## config.mk

```make
export PLATFORM = sky130hd
export DESIGN_NAME = sequence_player
export DESIGN_NICKNAME = d
export VERILOG_FILES = /design/src/rtl/simon_pkg.sv /design/src/rtl/simon_lfsr.sv /design/src/rtl/sequence_player.sv
export SDC_FILE = /design/constraint.sdc
export NUM_CORES = 1
export LEC_CHECK = 0
export CAP_MARGIN = 20
export CORE_MARGIN = 5
export CORE_UTILIZATION = 60
export DETAILED_ROUTE_END_ITERATION = 8
export GPL_TIMING_DRIVEN = 0
export HOLD_SLACK_MARGIN = 0.08
export PLACE_DENSITY = 0.83
export SYNTH_ARGS = -nofsm -noshare
export SYNTH_HDL_FRONTEND = slang
export SYNTH_SLANG_ARGS = --single-unit
```

## constraint.sdc

```tcl
create_clock -name clk -period 7.45 [get_ports clk]
set_input_delay 2.235 -clock clk [delete_from_list [all_inputs] [get_ports clk]]
set_output_delay 2.235 -clock clk [all_outputs]
set_load 0.005 [all_outputs]
```

## src/rtl/simon_pkg.sv

```systemverilog
// Shared definitions for the Simon blocks: colour codes, player FSM states
// and the sequence LFSR polynomial.
package simon_pkg;

    localparam logic [1:0] COL_GREEN  = 2'd0;
    localparam logic [1:0] COL_RED    = 2'd1;
    localparam logic [1:0] COL_YELLOW = 2'd2;
    localparam logic [1:0] COL_BLUE   = 2'd3;

    typedef enum logic [1:0] {
        ST_IDLE = 2'd0,
        ST_ON   = 2'd1,
        ST_OFF  = 2'd2,
        ST_FIN  = 2'd3
    } play_state_e;

    // Taps 16,14,13,11 expressed as a bit mask over lfsr[15:0].
    localparam logic [15:0] LFSR_TAPS = 16'hB400;

    function automatic logic [15:0] lfsr_next(input logic [15:0] cur);
        return {cur[14:0], ^(cur & LFSR_TAPS)};
    endfunction

endpackage

```

## src/rtl/simon_lfsr.sv

```systemverilog
// Free-running 16-bit Fibonacci LFSR; the low two bits serve as a colour.
module simon_lfsr
    import simon_pkg::*;
#(
    parameter logic [15:0] SEED = 16'hACE1
) (
    input  logic       clk_i,
    input  logic       rst_ni,
    output logic [1:0] rnd_o
);

    logic [15:0] lfsr_q;

    // Advance every clock so the sampled value depends on player timing.
    always_ff @(posedge clk_i or negedge rst_ni) begin
        if (!rst_ni) begin
            lfsr_q <= SEED;
        end else begin
            lfsr_q <= lfsr_next(lfsr_q);
        end
    end

    assign rnd_o = lfsr_q[1:0];

endmodule

```

## src/rtl/sequence_player.sv

```systemverilog
// Stores the Simon colour sequence and plays it back as tick-timed presses
// on the num/pressed interface.
module sequence_player
    import simon_pkg::*;
#(
    parameter int          IDX_W     = 5,
    parameter int          ON_TICKS  = 3,
    parameter int          OFF_TICKS = 1,
    parameter logic [15:0] LFSR_SEED = 16'hACE1
) (
    input  logic             clk,
    input  logic             reset,
    input  logic             tick,
    input  logic             clear,
    input  logic             extend,
    input  logic             start,
    input  logic [IDX_W-1:0] rd_idx,
    output logic [1:0]       rd_num,
    output logic [IDX_W:0]   length,
    output logic             full,
    output logic [1:0]       num,
    output logic             pressed,
    output logic             busy,
    output logic             done
);

    localparam int MAX_LEN = 1 << IDX_W;

    play_state_e      state_q, state_d;
    logic [IDX_W-1:0] idx_q, idx_d;
    logic [3:0]       cnt_q, cnt_d;
    logic [IDX_W:0]   length_q;
    logic [1:0]       mem_q [MAX_LEN];
    logic [1:0]       num_q, num_d;
    logic             pressed_q, pressed_d;
    logic             busy_q, busy_d;
    logic             done_q, done_d;
    logic [1:0]       rnd_s;
    logic             full_s;
    logic             ext_ok_s;
    logic             last_s;

    simon_lfsr #(.SEED(LFSR_SEED)) u_lfsr (
        .clk_i  (clk),
        .rst_ni (reset),
        .rnd_o  (rnd_s)
    );

    assign full_s   = (length_q == (IDX_W+1)'(MAX_LEN));
    assign ext_ok_s = extend && !clear && !full_s && (state_q == ST_IDLE);
    assign last_s   = ({1'b0, idx_q} == (length_q - (IDX_W+1)'(1)));

    // Sequence storage; contents after reset are irrelevant.
    always_ff @(posedge clk) begin
        if (ext_ok_s) begin
            mem_q[length_q[IDX_W-1:0]] <= rnd_s;
        end
    end

    // State, counters, length and registered outputs.
    always_ff @(posedge clk or negedge reset) begin
        if (!reset) begin
            state_q   <= ST_IDLE;
            idx_q     <= '0;
            cnt_q     <= 4'd0;
            length_q  <= '0;
            num_q     <= 2'd0;
            pressed_q <= 1'b0;
            busy_q    <= 1'b0;
            done_q    <= 1'b0;
        end else begin
            state_q   <= state_d;
            idx_q     <= idx_d;
            cnt_q     <= cnt_d;
            length_q  <= clear ? '0 : (ext_ok_s ? length_q + (IDX_W+1)'(1) : length_q);
            num_q     <= num_d;
            pressed_q <= pressed_d;
            busy_q    <= busy_d;
            done_q    <= done_d;
        end
    end

    // Next-state logic; clear overrides everything, ticks pace ON and OFF.
    always_comb begin
        state_d = state_q;
        idx_d   = idx_q;
        cnt_d   = cnt_q;
        if (clear) begin
            state_d = ST_IDLE;
            idx_d   = '0;
            cnt_d   = 4'd0;
        end else begin
            case (state_q)
                ST_IDLE: begin
                    if (start) begin
                        idx_d   = '0;
                        cnt_d   = 4'd0;
                        state_d = (length_q != '0) ? ST_ON : ST_FIN;
                    end else begin
                        state_d = ST_IDLE;
                    end
                end
                ST_ON: begin
                    if (tick && (cnt_q == 4'(ON_TICKS - 1))) begin
                        cnt_d   = 4'd0;
                        state_d = ST_OFF;
                    end else if (tick) begin
                        cnt_d = cnt_q + 4'd1;
                    end else begin
                        cnt_d = cnt_q;
                    end
                end
                ST_OFF: begin
                    if (tick && (cnt_q == 4'(OFF_TICKS - 1))) begin
                        cnt_d = 4'd0;
                        if (last_s) begin
                            state_d = ST_FIN;
                        end else begin
                            idx_d   = idx_q + IDX_W'(1);
                            state_d = ST_ON;
                        end
                    end else if (tick) begin
                        cnt_d = cnt_q + 4'd1;
                    end else begin
                        cnt_d = cnt_q;
                    end
                end
                ST_FIN:  state_d = ST_IDLE;
                default: state_d = ST_IDLE;
            endcase
        end
    end

    // Outputs derived from the upcoming state so they register glitch-free.
    always_comb begin
        num_d     = 2'd0;
        pressed_d = 1'b0;
        busy_d    = 1'b0;
        done_d    = 1'b0;
        case (state_d)
            ST_ON: begin
                num_d     = mem_q[idx_d];
                pressed_d = 1'b1;
                busy_d    = 1'b1;
            end
            ST_OFF: begin
                num_d  = num_q;
                busy_d = 1'b1;
            end
            ST_FIN: begin
                busy_d = 1'b1;
                done_d = 1'b1;
            end
            default: num_d = 2'd0;
        endcase
    end

    assign rd_num  = mem_q[rd_idx];
    assign length  = length_q;
    assign full    = full_s;
    assign num     = num_q;
    assign pressed = pressed_q;
    assign busy    = busy_q;
    assign done    = done_q;

endmodule

```

==> results of run 1 <==
-- cell families after synthesis --
kind of cell               after synthesis  share of synthesized area (%)
and+or+nand+nor                        120                           11.5
DFF                                    102                           54.4
muxes                                   68                           18.0
AOI/OAI and AO/OA                       59                           8.05
buffers and inverters                   37                           3.14
xor gates and xnor gates                13                           2.29
adders and majority gates               11                           2.60
-- worst max-delay path by stage --
stage | end | cells past startpoint | start | slack [ns]
after floorplan | rd_num[0] | 5 | rd_idx[0] | 0.77
after global placement | rd_num[1] | 6 | rd_idx[0] | -0.09
after detailed placement | rd_num[1] | 6 | rd_idx[0] | -0.15
after CTS | rd_num[0] | 6 | rd_idx[0] | 0.09
after global routing | rd_num[0] | 6 | rd_idx[0] | 0.24
final | rd_num[1] | 6 | rd_idx[1] | 0.35
-- area by class of cell --
class / count / share of cell area, %
Inverter: 17 / 1.18
Tap cell: 108 / 2.31
Buffer: 20 / 1.82
Sequential cell: 102 / 49.3
Clock inverter: 6 / 1.35
Multi-Input combinational cell: 271 / 38.5
Timing Repair Buffer: 20 / 3.34
Clock buffer: 10 / 2.18
-- timing repair --
action | in CTS | in global routing
setup endpoints to repair | 2 | 2
cloned | 0 | 0
gates resized for setup | 2 | 2
-- per-layer routing --
metal / vias to the layer above / share of wire [%] / wire [um] / track usage [%]
met5: - / 0 / 0 / 0
met4: 0 / 1.6 / 184 / 6.57
met3: 21 / 6.8 / 791 / 4.97
met2: 149 / 51 / 5910 / 36.9
met1: 1759 / 41 / 4810 / 29.3
li1: 1600 / - / - / -
-- registers in the layout (all words and copies together), names as in the netlist, 2 cells and up --
name           cells
cnt_q              4
num                2
u_lfsr.lfsr_q     16
length             6
state_q            2
mem_q             64
idx_q              5
-- worst reg2reg max path, stage by stage, from the launching register on --
cell and delay (ns):
dfrtp_1 0.57, inv_1 0.15, ha_1 0.30, nor2b_1 0.16
o31a_1 0.27, a211oi_1 0.60, a41oi_1 0.24, a21oi_1 0.50
buf_2 0.42, mux2_2 0.40, a21oi_1 0.16, a32oi_1 0.08
o32ai_1 0.28
-- power by group --
group / switching, W / leakage (nW) / internal (W)
Combinational: 0.0000646 / 0.867 / 0.0000472
Clock: 0.000198 / 0.0963 / 0.000161
Sequential: 0.00000634 / 1.11 / 0.000603
-- per-stage QoR --
| step | TNS, ns | setup WS, ns |
|---|---|---|
| 2_1_floorplan | 0 | 0.772 |
| 3_3_place_gp | -0.169 | -0.0865 |
| 3_5_place_dp | -0.290 | -0.146 |
| 4_1_cts | 0 | 0.0886 |
| 5_1_grt | 0 | 0.239 |
| 6_report | 0 | 0.349 |
-- cells in the final DEF (no fill, tap or decap), types with 10 or more instances in the layout --
| master | synthesis | routed |
|---|---|---|
| edfxtp_1 | 64 | 64 |
| nor2_1 | 51 | 51 |
| mux2i_1 | 39 | 39 |
| dfrtp_1 | 30 | 30 |
| mux4_2 | 21 | 21 |
| nand2_1 | 21 | 21 |
| clkdlybuf4s50_1 | 0 | 19 |
| inv_1 | 16 | 16 |
| o21ai_0 | 13 | 13 |
| nand3_1 | 13 | 13 |
| ha_1 | 11 | 11 |
| a21oi_1 | 10 | 10 |
==> metrics, run 1 <==
outcome completed; top post-synthesis cells by count edfxtp_1, nor2_1, mux2i_1, dfrtp_1; Synth top area share roughly 36%; initial DRC count roughly 260; Fill cells 630; dpl cells 538; root buffer cell clkbuf_8; Max stage delay on crit path approximately 0.60 ns; first-pass GRT wire length 18.8 mm; Leak Pwr between 2 and 2.5 nW; Final setup viols 0; WL final approximately 12 mm; top post-synthesis cells by area edfxtp_1, dfrtp_1, mux4_2; CP Cell Sequence buf_1, clkbuf_1, mux4_2, mux4_2, mux2_2, clkdlybuf4s50_1; max cap viols 0; H-tree depth 3; clk_lat worst skew approximately 0.38 ns; RSZ-0062 raised after global routing no; Most used DFF post-synth edfxtp_1; WP data arrival 4.87 ns; fraction of registers with async set or reset after synthesis a little under two fifths; FMAX roughly 140 MHz; Inserted Clock Buffers 9; Yosys reg bits approximately 100; Vias approximately 3,500; post-synthesis sequential area ratio a little over half; Mapped Cells around 400; Layout Nets around 460; routed length per instance between 20 and 25 um; number of global-route vias before repair between 3,000 and 4,000; count of input and output buffers 20; Clock Skews approximately 0.014 ns; flop2flop setup slack between 3 and 4 ns; HPWL Detailed between 8 and 9 mm; Crit Path Category input port to output pin; DP Area between 5000 and 6000 sq um; GR Util All Layers between 20% and 30%; Hold Buf Count CTS 0; Final min period between 7 and 8 ns; Initial Utilization about 61%; Buffers & Inverters on Critical Path 3; TritonCTS clock tree yes; Die Span X 104 um; post-CTS setup buffer count 0; std cell rows 34; fraction of layout cells with a size suffix above 1 between 15 and 20%; worst reg2reg endpoint num[0]$_DFFE_PN0P_; Ports 25; Max Slew Vio Count 0; total core area around 8700 sq um; synth warn 0; VDD IR max between 0.1 and 0.15 mV; end of the worst hold path u_lfsr.lfsr_q[3]$_DFF_PN0_; largest net degree at the start of global routing 39; syn_area_per_cell 12.9 sq um; most used cell, CP mux4_2; full die area about 11,000 sq um; routability cong. approximately 0.9; HP Start u_lfsr.lfsr_q[2]$_DFF_PN0_; Clock transition at path regs about 0.09 ns; n_diodes 0; crit-path max FO 10; delay-heaviest family, CP buffers and inverters; ANT nets after route 0; CP max-delay cell clkbuf_1; vias per inst ~6.4; Cell Pwr Density around 180 nW/um^2; Distinct cells, synth 66; Power, Total 0.00108 W; synthesized cell area around 5300 sq um; Worst R2R Path Depth 12; Setup crit end kind output pin; post-route cell area 5840 sq um; fin crit share between 90% and 100%; Worst Tran Pin Value ~0.99 ns; count leader, synth edfxtp_1; synth-to-layout area growth 10.3%; CTS sink count just over 100; Post-route DRC 0; Pre-Repair DR Iteration Count 5; register area roughly 2900 sq um; total gr overflow 0; final hold viol count 0; area leader, netlist edfxtp_1; multi-input logic area approximately 2200 sq um; fin util about two thirds; startpoint types input port; Hold Path Depth 0; Bufs on Longest Clock Path 2; Mapped Nets 432; WHS around 0.35 ns; Hold WC Path Type register to register; Critical Path RT 5.22 ns; Finished Layout Cells about 550; relative slew slack approximately 34%; number of synthesized flops with an enable pin 64; die height slightly above 100 um; Worst R2R Start length[0]$_DFFE_PN0P_; antenna violations before repair 0
Power figures use the tool's default switching activity.
==> inputs of run 2 (changes only) <==
CTS_CLUSTER_SIZE = 8   (was not set)
==> results of run 2 <==
The final DEF is identical to that of run 1; final timing and power are the same.
